$ cat src/rtl/time_set_ctrl.sv
// time_set_ctrl: set-mode sequencer walking clock/calendar fields, issuing load strobes and holding counters.
module time_set_ctrl #(
  parameter int HOLD_CYCLES    = 8,
  parameter int REPEAT_CYCLES  = 2,
  parameter int TIMEOUT_CYCLES = 64
) (
  input  logic       clk,
  input  logic       clear_n,
  input  logic       btn_mode,
  input  logic       btn_inc,
  input  logic [5:0] cur_min,
  input  logic [4:0] cur_hour,
  input  logic [2:0] cur_day,
  input  logic [4:0] cur_date,
  input  logic [3:0] cur_month,
  input  logic [6:0] cur_year,
  output logic       ld_min,
  output logic       ld_hour,
  output logic       ld_day,
  output logic       ld_date,
  output logic       ld_month,
  output logic       ld_year,
  output logic [6:0] set_data,
  output logic       run_en,
  output logic [2:0] sel_field
);
  localparam int RW = $clog2(HOLD_CYCLES + 1);
  localparam int TW = $clog2(TIMEOUT_CYCLES);
  localparam logic [RW-1:0] HOLD_V = RW'(HOLD_CYCLES);
  localparam logic [RW-1:0] RELOAD = RW'(HOLD_CYCLES - REPEAT_CYCLES + 1);
  localparam logic [TW-1:0] TO_LAST = TW'(TIMEOUT_CYCLES - 1);

  typedef enum logic [2:0] {RUN = 3'd0, S_MIN, S_HOUR, S_DAY, S_DATE, S_MONTH, S_YEAR, CLAMP} state_t;

  function automatic logic [4:0] max_days(input logic [3:0] m, input logic [6:0] y);
    return m == 4'd2 ? (y[1:0] == 2'd0 ? 5'd29 : 5'd28) :
           (m == 4'd4 || m == 4'd6 || m == 4'd9 || m == 4'd11) ? 5'd30 : 5'd31;
  endfunction

  state_t state, nxt;
  logic primed, mode_q, inc_q;
  logic [RW-1:0] rcnt, rcnt_nxt;
  logic [TW-1:0] tcnt, tcnt_nxt;
  logic mode_edge, inc_edge, rpt_fire, in_set, inc_go, clamp_go;
  logic [4:0] md;
  logic [6:0] inc_val, data_nxt;
  logic [5:0] ld_nxt;

  // primed masks the first sample after reset so a button held through reset is not an edge
  always_comb begin
    mode_edge = primed & btn_mode & ~mode_q;
    inc_edge  = primed & btn_inc & ~inc_q;
    rpt_fire  = btn_inc & (rcnt == HOLD_V);
    in_set    = state != RUN && state != CLAMP;
    md        = max_days(cur_month, cur_year);
    nxt       = state == CLAMP ? RUN :
                mode_edge ? state_t'(state + 3'd1) :
                (in_set && !inc_edge && tcnt == TO_LAST) ? CLAMP : state;
    inc_go    = in_set & (inc_edge | rpt_fire) & (nxt == state);
    clamp_go  = nxt == CLAMP && cur_date > md;
    inc_val   = state == S_MIN   ? (cur_min >= 6'd59 ? 7'd0 : 7'(cur_min) + 7'd1) :
                state == S_HOUR  ? (cur_hour >= 5'd23 ? 7'd0 : 7'(cur_hour) + 7'd1) :
                state == S_DAY   ? (cur_day >= 3'd7 ? 7'd1 : 7'(cur_day) + 7'd1) :
                state == S_DATE  ? (cur_date >= md ? 7'd1 : 7'(cur_date) + 7'd1) :
                state == S_MONTH ? (cur_month >= 4'd12 ? 7'd1 : 7'(cur_month) + 7'd1) :
                (cur_year >= 7'd99 ? 7'd0 : cur_year + 7'd1);
    ld_nxt    = (inc_go ? 6'd1 << (state - 3'd1) : 6'd0) | (clamp_go ? 6'b001000 : 6'd0);
    data_nxt  = clamp_go ? 7'(md) : inc_go ? inc_val : 7'd0;
    rcnt_nxt  = inc_edge ? RW'(1) :
                (btn_inc && rcnt != '0) ? (rpt_fire ? RELOAD : rcnt + RW'(1)) : '0;
    tcnt_nxt  = (mode_edge || inc_edge || nxt != state || !in_set) ? '0 : tcnt + TW'(1);
  end

  always_ff @(posedge clk or negedge clear_n) begin
    if (!clear_n) begin
      state     <= RUN;
      primed    <= 1'b0;
      mode_q    <= 1'b0;
      inc_q     <= 1'b0;
      rcnt      <= '0;
      tcnt      <= '0;
      {ld_year, ld_month, ld_date, ld_day, ld_hour, ld_min} <= 6'd0;
      set_data  <= 7'd0;
      run_en    <= 1'b1;
      sel_field <= 3'd0;
    end else begin
      state     <= nxt;
      primed    <= 1'b1;
      mode_q    <= btn_mode;
      inc_q     <= btn_inc;
      rcnt      <= rcnt_nxt;
      tcnt      <= tcnt_nxt;
      {ld_year, ld_month, ld_date, ld_day, ld_hour, ld_min} <= ld_nxt;
      set_data  <= data_nxt;
      run_en    <= nxt == RUN;
      sel_field <= (nxt == RUN || nxt == CLAMP) ? 3'd0 : 3'(nxt);
    end
  end
endmodule
$ cat config.mk
export PLATFORM = sky130hd
export DESIGN_NAME = time_set_ctrl
export DESIGN_NICKNAME = d
export VERILOG_FILES = /design/src/rtl/time_set_ctrl.sv
export SDC_FILE = /design/constraint.sdc
export NUM_CORES = 1
export LEC_CHECK = 0
export CAP_MARGIN = 20
export CORE_UTILIZATION = 55
export CTS_CLUSTER_DIAMETER = 100
export DETAILED_ROUTE_END_ITERATION = 8
export GPL_TIMING_DRIVEN = 0
export PLACE_DENSITY = 0.85
export SLEW_MARGIN = 30
export SYNTH_ARGS = -nofsm -noshare
export SYNTH_HDL_FRONTEND = slang
export SYNTH_SLANG_ARGS = --single-unit
$ cat constraint.sdc
create_clock -name clk -period 6.5 [get_ports clk]
set_input_delay 1.3 -clock clk [delete_from_list [all_inputs] [get_ports clk]]
set_output_delay 1.3 -clock clk [all_outputs]
set_load 0.1 [all_outputs]
[Word-level counts from Yosys, hierarchy flattened]
Cells that the tools add are included.
Word-level totals
  register bits: 33
  input bits: 34
  output and inout port bits: 17
  logic and storage cells: 105
Operators by class
  add/sub/neg operators: 10
  order comparisons: 7
  eq/ne operators: 17
  shift operators: 1
  mux-type cells: 26
  bitwise logic cells: 11
  reductions and logical operators: 18
Operators with widths (count)
  7-bit 2-to-1 mux: 9
  6-bit 2-to-1 mux: 4
  4-bit 2-to-1 mux: 5
  5-bit by 1-bit adder with 6-bit output, second input constant: 2
  3-bit == test, second input constant: 4
  4-bit == test, second input constant: 3
  3-bit 2-to-1 mux: 4
  4-bit by 3-bit == test with 1-bit output, second input constant: 2
  6-bit by 1-bit adder with 7-bit output, second input constant: 1
  7-bit by 1-bit adder with 7-bit output, second input constant: 1
  1-bit bitwise AND: 7
  7-bit >= comparator, second input constant: 1
  1-bit logical OR: 7
  6-bit by 1-bit adder with 6-bit output, second input constant: 1
  3-bit by 2-bit == test with 1-bit output, second input constant: 2
  6-bit == test, second input constant: 1
  6-bit >= comparator, second input constant: 1
  6-bit by 4-bit bitwise OR with 6-bit output: 1
  1-bit by 3-bit left shift with 6-bit output, first input constant: 1
  4-bit by 1-bit adder with 5-bit output, second input constant: 1
  5-bit >= comparator: 1
  5-bit >= comparator, second input constant: 1
  5-bit > comparator: 1
  1-bit logical AND: 5
  21 further kinds: 24

[Logic depth before layout (Yosys ltp)]
  word-level depth: 14
  mapped depth: 12
  depth with buffers taken out: 12

[Worst setup path after synthesis]
OpenSTA, ideal clock, no wires.
  kind: input to register
  from: input port cur_month[0]
  to: register set_data[0]
  data arrival time: 3.259 ns
  data required time: 6.375 ns
  setup slack: 3.116 ns
  stages: 12
  cells stage by stage: inv_1 ha_1 o21ai_0 o21ai_0 o21ai_0 ha_1 nand2b_1 a21oi_1 o21ai_0 o311ai_0 a21boi_0 mux2_4
Between the ends
  word-level cells in the longest chain between the ends: 14
  elaborated cells on any way between the ends: 24
  classes of those cells: add/sub (1); order compare (3); eq/ne (5); mux (11); reduce/logical (4)
RTL lines
  start: declaration: line 15  | input logic [3:0] cur_month,
  4-bit by 3-bit == test with 1-bit output: line 37  | (m == 4'd4 || m == 4'd6 || m == 4'd9 || m == 4'd11) ? 5'd30 : 5'd31;
  1-bit logical OR (3 in a row): line 37
  1-bit 2-to-1 mux: line 37
  2-bit 2-to-1 mux: line 36  | return m == 4'd2 ? (y[1:0] == 2'd0 ? 5'd29 : 5'd28) :
  5-bit >= comparator: line 64  | state == S_DATE ? (cur_date >= md ? 7'd1 : 7'(cur_date) + 7'd1) :
  6-bit 2-to-1 mux: line 64
  7-bit 2-to-1 mux: line 64
  7-bit 2-to-1 mux: line 63  | state == S_DAY ? (cur_day >= 3'd7 ? 7'd1 : 7'(cur_day) + 7'd1) :
  7-bit 2-to-1 mux: line 62  | state == S_HOUR ? (cur_hour >= 5'd23 ? 7'd0 : 7'(cur_hour) + 7'd1) :
  7-bit 2-to-1 mux: line 61  | inc_val = state == S_MIN ? (cur_min >= 6'd59 ? 7'd0 : 7'(cur_min) + 7'd1) :
  7-bit 2-to-1 mux: line 68  | data_nxt = clamp_go ? 7'(md) : inc_go ? inc_val : 7'd0;
  7-bit 2-to-1 mux (*): line 68
  net data_nxt[0]: line 46  | logic [6:0] inc_val, data_nxt;
  end signal: assignment: line 94  | set_data <= data_nxt;
  end: declaration: line 23  | output logic [6:0] set_data,
Mark *: on every way through the listed nets, which the timed path passes. The rest lies on a longest branch.

[Final worst setup path]
Same ends and word-level chain as after synthesis.

==> results.json <==
{
  "crit_start": "cur_month[0]",
  "fin_nets": 403,
  "cpMostUsedCell": "o21ai_0",
  "grt_pass1_vias": 2202,
  "grtUsageTotal_pct": 24.41,
  "finalSetupTns_ps": 0,
  "synth_top_flop_cell": "dfrtp_1",
  "synthXorXnorAreaFrac_pct": 4.185,
  "gr-total-overflow": 0,
  "ctsResizeCount": 0,
  "setup_viol_count_final": 0,
  "clk_latency_ps": 280,
  "p_sw_mw": 0.4862,
  "core_um2": 4384,
  "crit_path_top_delay_cell": "clkdlybuf4s50_1",
  "hp-start": "tcnt[0]",
  "fin_crit_sh_pct": 64.64,
  "final_cell_mix": "48 x clkdlybuf4s50_1, 32 x dfrtp_1, 27 x nor2_1",
  "syn_to_final_growth_pct": 25.36,
  "hold_viol": 0,
  "slew_headroom_pct": 35.06,
  "antenna_found_initial": 0,
  "worstMarginPinSlew_ps": 971.0,
  "synth_compound_area_share_pct": 21.92,
  "syn-cell-area_um2": 2511,
  "dp_hpwl_mm": 4.485,
  "num_rows": 24,
  "maxUsedRoutingLayer": "met4",
  "hold_path_depth": 1,
  "fp.dieArea_um2": 4840,
  "synth_top_family_by_area": "simple AND/OR/NAND/NOR gates",
  "chipHeight_um": 69.57,
  "cts.sinks": 33,
  "wl_met1_mm": 2.688,
  "p_comb_share_pct": 58.0,
  "clk_path_buf_depth": 2,
  "critPathMaxStageDelay_ps": 530,
  "synth_warnings": 0,
  "status": "finished clean",
  "numPortBuffers": 49,
  "root_buffer": "clkbuf_8",
  "viasPerCell": 5.975,
  "synthDistinctLibCells": 52,
  "arrival_ps": 4370,
  "maxSlewViolCount": 0,
  "p_per_area_nw_per_um2": 319.0,
  "synthSimpleGateAreaFrac_pct": 23.62,
  "worstSetupPathType": "in2reg",
  "post_cts_buffers": 0,
  "p_seq_share_pct": 27.0,
  "final_area_um2": 3148,
  "io_pins": 51,
  "initial_core_util_pct": 57.28,
  "layout-drive-gt1-share_pct": 4.638,
  "cap_violations": 0,
  "fin_crit_ps": 4202,
  "startpoint_type": "primary input",
  "h-tree-depth": 2,
  "syn_inst": 289,
  "synth_edf_count": 0,
  "fin_skew_ps": 6.511,
  "cts_tree": "done",
  "whs_ps": 457.4,
  "synth_nets": 347,
  "placed_cell_area_um2": 3062,
  "remaining_drc_errors": 0,
  "ir_drop_uv": 407.8,
  "cts_buffers": 5,
  "power_frac_clock_pct": 15.0,
  "rr_startpoint": "state[0]",
  "fmax_mhz": 238.0,
  "drt_pass1_iterations": 4,
  "cp_cell_sequence": "clkdlybuf4s50_1 > inv_1 > ha_1 > o21ai_0 > o21ai_0 > o21ai_0 > ha_1 > nand2b_1 > a21oi_1 > o21ai_0 > o311ai_0 > a21boi_0 > mux2_4",
  "r2r_cells": 8,
  "antenna_cells": 0,
  "synth-seq-cells": 33,
  "wirelength_mm": 5.833,
  "swShare_pct": 48.41,
  "grt_max_degree": 34,
  "seq_area_frac_synth_pct": 32.93,
  "wire_per_inst_um": 14.69,
  "cp_max_fo": 4,
  "avgSynthCellArea_um2": 8.689,
  "internal_power_mw": 0.5181,
  "muxShareOfSynthArea_pct": 1.794,
  "clkTransAtPathRegs_ps": 60,
  "synthAdderAreaFrac_pct": 11.96,
  "cp.required_ps": 6670,
  "place.gp.congestion": 0.8945,
  "wl_met2_mm": 2.772,
  "hp-class": "reg2reg",
  "via_count": 2372,
  "layout_commonest_cell": "clkdlybuf4s50_1",
  "antenna_left": 0,
  "grt_pass1_wl_mm": 9.508,
  "fillCellCount": 349,
  "die_w_um": 69.57,
  "postCtsHoldBufs": 0,
  "wl_met3_um": 309,
  "async_flop_share_pct": 100.0,
  "leakagePower_nw": 1.389,
  "grt_setup_unrepaired": "false",
  "cp-end-kind": "flip-flop",
  "drt-initial-drc-count": 186
}
==> Yosys cell counts, drive strengths merged (3+ instances only) <==
| master | count | area [µm²] |
|---|---|---|
| nand4 | 3 | 33.78 |
| a211oi | 5 | 50.05 |
| nand3 | 19 | 95.09 |
| a21boi | 6 | 45.04 |
| nand2b | 5 | 31.28 |
| nor3 | 5 | 25.02 |
| nor2b | 4 | 25.02 |
| nor3b | 3 | 22.52 |
| a31oi | 3 | 18.77 |
| a21oi | 18 | 90.09 |
| nand2 | 20 | 75.07 |
| and3b | 4 | 35.03 |
| and2 | 3 | 18.77 |
| nor2 | 27 | 101.4 |
| o211ai | 5 | 37.54 |
| buf | 3 | 15.01 |
| xor2 | 8 | 70.07 |
| and3 | 5 | 31.28 |
| xnor2 | 4 | 35.03 |
| dfrtp | 32 | 800.8 |
| inv | 18 | 67.56 |
| nand3b | 4 | 30.03 |
| o21ai | 23 | 115.1 |
| o311ai | 3 | 26.28 |
| mux2i | 3 | 30.03 |
| ha | 24 | 300.3 |
==> logic make-up (layout without fill, tap and decap cells) <==
kind of cell | Yosys count | after routing
flops | 33 | 33
fa+ha+maj | 24 | 24
buf+inv | 22 | 78
mux | 4 | 4
xor+xnor | 12 | 12
simple gates | 111 | 111
compound gates | 82 | 82
other cells | 1 | 1
==> cell type report <==
| class | count | area, µm² | area share [%] |
|---|---|---|---|
| Clock buffer | 7 | 86.33 | 2.742 |
| Buffer | 4 | 18.77 | 0.5962 |
| Inverter | 18 | 67.56 | 2.146 |
| Sequential cell | 33 | 827.0 | 26.27 |
| Tap cell | 52 | 65.06 | 2.067 |
| Timing Repair Buffer | 49 | 485.5 | 15.42 |
| Multi-Input combinational cell | 234 | 1598 | 50.76 |
==> path summary, 6_finish.rpt <==
kind	end	slack, ps
max	set_data[0]	2300
min	tcnt[0]	460
max reg2reg	set_data[6]	3840
min reg2reg	tcnt[0]	460
max in group asynchronous	state[0]	4980
min in group asynchronous	rcnt[2]	1070
==> power by group through the flow <==
stage | sequential [mW] | combinational [mW] | clock, mW
floorplan | 0.393 | 0.294 | 0
CTS | 0.270 | 0.576 | 0.153
global placement | 0.272 | 0.559 | 0
detailed placement | 0.272 | 0.569 | 0
global route | 0.276 | 0.625 | 0.164
finish | 0.271 | 0.582 | 0.151
==> per-layer routing <==
metal,track usage (%),vias up
li1,-,1174
met1,31.41,1102
met2,41.96,88
met3,5.814,8
met4,4.762,0
met5,0,-
==> state kept, by name, indices dropped and copies added (netlist names) <==
name,cells
inc_q,1
ld_date,1
ld_hour,1
run_en,1
sel_field,3
tcnt,6
rcnt,4
mode_q,1
state,3
ld_year,1
primed,1
ld_month,1
set_data,7
ld_day,1
ld_min,1
==> through the flow <==
step / worst slack [ps] / util (%) / power [mW] / cells
after floorplan: 3116 / - / 0.6877 / 289
after global placement: 2161 / 69.95 / 0.8308 / 390
after detailed placement: 2125 / 69.83 / 0.8409 / 390
after CTS: 2409 / 71.80 / 0.9996 / 397
after global routing: 2134 / 71.80 / 1.065 / 397
final: 2298 / 71.80 / 1.004 / 397
==> critical path: cells and delay by family <==
family	cells	cell delay (ps)
AO/OA/AOI/OAI	7	1430
buffers and inverters	2	640
adder cells (fa/ha/maj)	2	570
multiplexers	1	270
AND/OR/NAND/NOR	1	170
No activity file was read; power rests on OpenSTA's default activity.
